File: src/rtl/muxn_pipe.sv
// N_IN:1 binary mux tree with a registered valid/ready pipeline.
// A register stage sits after every REG_EVERY tree levels.
module muxn_pipe #(
  parameter int N_IN      = 4,
  parameter int WIDTH     = 8,
  parameter int REG_EVERY = 1
) (
  input  logic                      clk_i,
  input  logic                      rst_ni,
  input  logic [N_IN*WIDTH-1:0]     i_i,
  input  logic [$clog2(N_IN)-1:0]   s_i,
  input  logic                      valid_i,
  output logic                      ready_o,
  output logic [WIDTH-1:0]          y_o,
  output logic                      err_o,
  output logic                      valid_o,
  input  logic                      ready_i
);

  localparam int LEVELS = $clog2(N_IN);
  localparam int SEL_W  = LEVELS;
  localparam int LAT    = (LEVELS + REG_EVERY - 1) / REG_EVERY;
  localparam int NP     = 1 << LEVELS;
  localparam int DW     = NP * WIDTH;
  localparam logic [SEL_W:0] NIN_C = (SEL_W+1)'(N_IN);

  logic [DW-1:0]  w_leaf;
  logic           w_err;
  logic [LAT-1:0] w_vld;
  logic [LAT-1:0] w_adv;

  assign w_err = {1'b0, s_i} >= NIN_C;

  // Out-of-range selects flush every leaf so they cannot alias.
  always_comb begin
    w_leaf = '0;
    w_leaf[N_IN*WIDTH-1:0] = i_i;
    if (w_err) w_leaf = '0;
  end

  always_comb begin
    w_adv = '0;
    w_adv[LAT-1] = !w_vld[LAT-1] || ready_i;
    for (int k = LAT - 2; k >= 0; k--) begin
      w_adv[k] = !w_vld[k] || w_adv[k+1];
    end
  end

  assign ready_o = w_adv[0];

  for (genvar j = 0; j < LEVELS; j++) begin : g_lvl
    logic [DW-1:0]    w_src;
    logic [DW-1:0]    w_res;
    logic [SEL_W-1:0] w_sel;

    if (j == 0) begin : g_in
      assign w_src = w_leaf;
      assign w_sel = s_i;
    end else if (j % REG_EVERY == 0) begin : g_reg
      assign w_src = g_stg[j/REG_EVERY-1].r_data;
      assign w_sel = g_stg[j/REG_EVERY-1].r_sel;
    end else begin : g_cmb
      assign w_src = g_lvl[j-1].w_res;
      assign w_sel = g_lvl[j-1].w_sel;
    end

    always_comb begin
      w_res = '0;
      for (int m = 0; m < (NP >> (j + 1)); m++) begin
        w_res[m*WIDTH +: WIDTH] = w_sel[j]
          ? w_src[(2*m+1)*WIDTH +: WIDTH]
          : w_src[(2*m)*WIDTH +: WIDTH];
      end
    end
  end

  for (genvar k = 0; k < LAT; k++) begin : g_stg
    localparam int KE = (k + 1) * REG_EVERY;
    localparam int KL = (KE > LEVELS ? LEVELS : KE) - 1;

    logic             r_vld;
    logic             r_err;
    logic [DW-1:0]    r_data;
    logic [SEL_W-1:0] r_sel;
    logic             w_iv;
    logic             w_ie;

    if (k == 0) begin : g_first
      assign w_iv = valid_i;
      assign w_ie = w_err;
    end else begin : g_next
      assign w_iv = g_stg[k-1].r_vld;
      assign w_ie = g_stg[k-1].r_err;
    end

    always_ff @(posedge clk_i or negedge rst_ni) begin
      if (!rst_ni) begin
        r_vld  <= 1'b0;
        r_err  <= 1'b0;
        r_data <= '0;
        r_sel  <= '0;
      end else if (w_adv[k]) begin
        r_vld <= w_iv;
        if (w_iv) begin
          r_data <= g_lvl[KL].w_res;
          r_sel  <= g_lvl[KL].w_sel;
          r_err  <= w_ie;
        end
      end
    end

    assign w_vld[k] = r_vld;
  end

  assign valid_o = g_stg[LAT-1].r_vld;
  assign y_o     = valid_o ? g_stg[LAT-1].r_data[WIDTH-1:0] : '0;
  assign err_o   = valid_o & g_stg[LAT-1].r_err;

endmodule

File: config.mk
export PLATFORM = sky130hd
export DESIGN_NAME = muxn_pipe
export DESIGN_NICKNAME = d
export VERILOG_FILES = /design/src/rtl/muxn_pipe.sv
export SDC_FILE = /design/constraint.sdc
export NUM_CORES = 1
export LEC_CHECK = 0
export CORE_MARGIN = 4
export CORE_UTILIZATION = 41
export CTS_CLUSTER_SIZE = 28
export DETAILED_ROUTE_END_ITERATION = 16
export PLACE_DENSITY = 0.73
export RECOVER_POWER = 50
export SLEW_MARGIN = 20
export SYNTH_ARGS = -nofsm -noshare
export SYNTH_HDL_FRONTEND = slang
export SYNTH_SLANG_ARGS = --single-unit
File: constraint.sdc
create_clock -name clk_i -period 1.1 [get_ports clk_i]
set_input_delay 0.275 -clock clk_i [delete_from_list [all_inputs] [get_ports clk_i]]
set_output_delay 0.275 -clock clk_i [all_outputs]
set_load 0.01 [all_outputs]
==> reports/metrics.yaml, run 1 <==
synth.cell_area_um2: 1470
p_total_mw: 2.95
track_usage_pct: 16.2
grt_pass1_wl_um: 5660
start_kind: "flip-flop"
ys_warn_count: 0
num_io_pins: 49
period_needed_ns: 1.41
grt_max_degree: 34
syn_area_per_cell_um2: 11.3
antenna_left: 0
drive_gt1_share_pct: 40.2
num_rows: 21
timing.critical_path.buf_inv: 2
hold_class: "in2async"
die_x_um: 67.9
synth_seq_area_share_pct: 45.9
synth_nets: 168
worstPathMaxFanout: 5
finalMaxSlewViolations: 0
tns_ns: -6.01
tightestPinTransition_ns: 0.658
syn2layout_area_growth_pct: 60.3
synth_cells: 130
layout_common_cells: "clkdlybuf4s50_1, dfrtp_1, mux2i_1"
crit_chain: "buf_6 -> and2_4 -> buf_6"
leakage_nw: 0.987
dpl_cell_area_um2: 2050
n_antenna_cell: 0
synth-seq-cells: 27
vias: 1200
dp.cells: 222
antenna_found_initial: 0
maxCapViolCount: 0
clkSlewWorstSetupHoldPaths_ns: 0.14
status: "finished with violations"
overflow: 0
slowest_stage: "dfrtp_2"
core_region_area_um2: 3390
fp.dieH_um: 67.9
rsz0062_at_grt: "true"
routedWlPerCell_um: 14.3
path_class: "reg2out"
cts.sinks: 27
postCtsHoldBufs: 0
die-area_um2: 4610
end_kind: "output pin"
violations: "negative setup slack"
fill_cells: 242
hpwl_um: 2260
cp_data_required_time_ns: 0.82
setup_viol: 36
ys_types: 19
htreeDepth: 1
instances_no_fill: 235
post-route-period-util_pct: 128
drc: 0
final_common_cell: "clkdlybuf4s50_1"
timing.fmax_mhz: 709
clock_latency_ns: 0.32
drt_first_iter_violations: 49
pwr_density_cell_nw_per_um2: 1250
dr.pass1.iters: 4
hold_viol_final: 0
gp_congestion: 0.746
initial_core_util_pct: 43.4
final_area_um2: 2360
relSlewSlack_pct: 56.1
cp_top_family: "flip-flops"
critPathMaxStageDelay_ns: 0.44
layout.nets: 228
finClkSkew_ns: 0.00493
cts_root_buf: "clkbuf_4"
cts_buffers: 3
io_buffers: 47
tritoncts: "built"
grt_pass1_vias: 1256
crit_top_cell: "buf_6"
worst_slack_ns: -0.311
peakVddDrop_v: 0.000495
cts_buffer_depth: 2
via_per_inst: 5.11
wl_um: 3370
worstPathArrival_ns: 1.14
[cells in the mapped netlist]
cell type | count | share of area (%)
clkbuf_1 | 1 | 0.25
a21oi_2 | 3 | 1.8
a21oi_1 | 21 | 7.1
buf_4 | 1 | 0.51
nand2_1 | 1 | 0.25
nand2b_1 | 1 | 0.43
mux2i_1 | 24 | 16
and2_2 | 8 | 4.1
dfrtp_1 | 27 | 46
clkbuf_2 | 1 | 0.34
buf_8 | 2 | 2.0
nand2b_4 | 1 | 0.93
or2b_1 | 1 | 0.51
nand3b_4 | 1 | 1.4
mux2_4 | 1 | 1.0
buf_6 | 7 | 5.4
conb_1 | 1 | 0.25
buf_2 | 4 | 1.4
a31oi_1 | 24 | 10
[registers in the layout, indices dropped and copies added, names as in the netlist]
| name | count |
|---|---|
| g_stg.r_vld | 1 |
| g_stg.r_data | 8 |
| valid_o | 1 |
| g_lvl.w_src | 16 |
| g_lvl.w_sel | 1 |
[stage by stage]
stage	setup slack, ns	util [%]	hold WS, ns
2_1_floorplan	-0.0426	-	-0.0206
3_3_place_gp	-0.665	60.4	0.524
3_5_place_dp	-0.639	60.4	0.544
4_1_cts	-0.310	69.3	0.306
5_1_grt	-0.345	69.7	0.506
6_report	-0.311	69.7	0.443
[final cells by class]
type	count	area (um2)	share of cell area (%)
multi-input combinational	88	818	34.7
timing repair buffer	70	781	33.1
sequential	27	678	28.7
tap	46	57.6	2.44
clock buffer	4	26.3	1.11
[worst register-to-register path, stage by stage (launching register included)]
cell and delay (ns):
dfrtp_2 0.44, buf_6 0.14, nand3b_4 0.09, buf_12 0.16, nand2_4 0.05, mux2_4 0.29
[report_power, final]
group          switching [mW]  internal, mW
Combinational           0.453         0.766
Clock                   0.283         0.142
Sequential              0.144          1.17
[repair_timing]
item                                    in CTS  in global routing
endpoints found under the setup margin      37                 37
gates cloned                                 3                  0
pin swaps                                   13                  1
resized for setup                           93                  9
buffers inserted                             7                  2
[path summary, 6_finish.rpt]
path | start | cells after the start | slack [ns] | to
worst min-delay path | rst_ni | 2 | 0.44 | g_stg[1].r_data[5]$_DFFE_PN0P_
min in group clk_i | g_lvl[1].w_src[5]$_DFFE_PN0P_ | 2 | 0.57 | g_lvl[1].w_src[5]$_DFFE_PN0P_
worst max-delay path | valid_o$_DFFE_PN0P_ | 3 | -0.31 | y_o[6]
worst max register to register | valid_o$_DFFE_PN0P_ | 5 | -0.17 | g_lvl[1].w_sel[1]$_DFFE_PN0P_
max in group asynchronous | rst_ni | 2 | 0.20 | g_lvl[1].w_sel[1]$_DFFE_PN0P_
worst min register to register | g_lvl[1].w_src[5]$_DFFE_PN0P_ | 2 | 0.57 | g_lvl[1].w_src[5]$_DFFE_PN0P_
[routing by layer]
| layer | track usage, % | vias up | share of wire, % |
|---|---|---|---|
| li1 | - | 598 | - |
| met2 | 29.2 | 42 | 51 |
| met5 | 0 | - | 0 |
| met3 | 3.61 | 2 | 6.9 |
| met1 | 19.5 | 558 | 42 |
| met4 | 3.72 | 0 | 0.36 |
[cell families (layout without fill, tap and decap cells)]
kind of cell           after synthesis  count (layout)  synth area share, %
AO/OA/AOI/OAI                       48              48                 19.1
flip-flops                          27              27                 45.9
multiplexers                        25              25                 17.3
buffers and inverters               16              74                 9.86
AND/OR/NAND/NOR                     13              14                 7.56
other                                1               1                0.255
Power figures use the tool's default switching activity.
==> inputs of run 2 (changes only) <==
--- a/config.mk
+++ b/config.mk
@@ -7,7 +7,7 @@
 export LEC_CHECK = 0
 export CORE_MARGIN = 4
 export CORE_UTILIZATION = 41
-export CTS_CLUSTER_SIZE = 28
+export CTS_CLUSTER_SIZE = 30
 export DETAILED_ROUTE_END_ITERATION = 16
 export PLACE_DENSITY = 0.73
 export RECOVER_POWER = 50
==> results of run 2 <==
The final DEF is identical to that of run 1; final timing and power are the same.
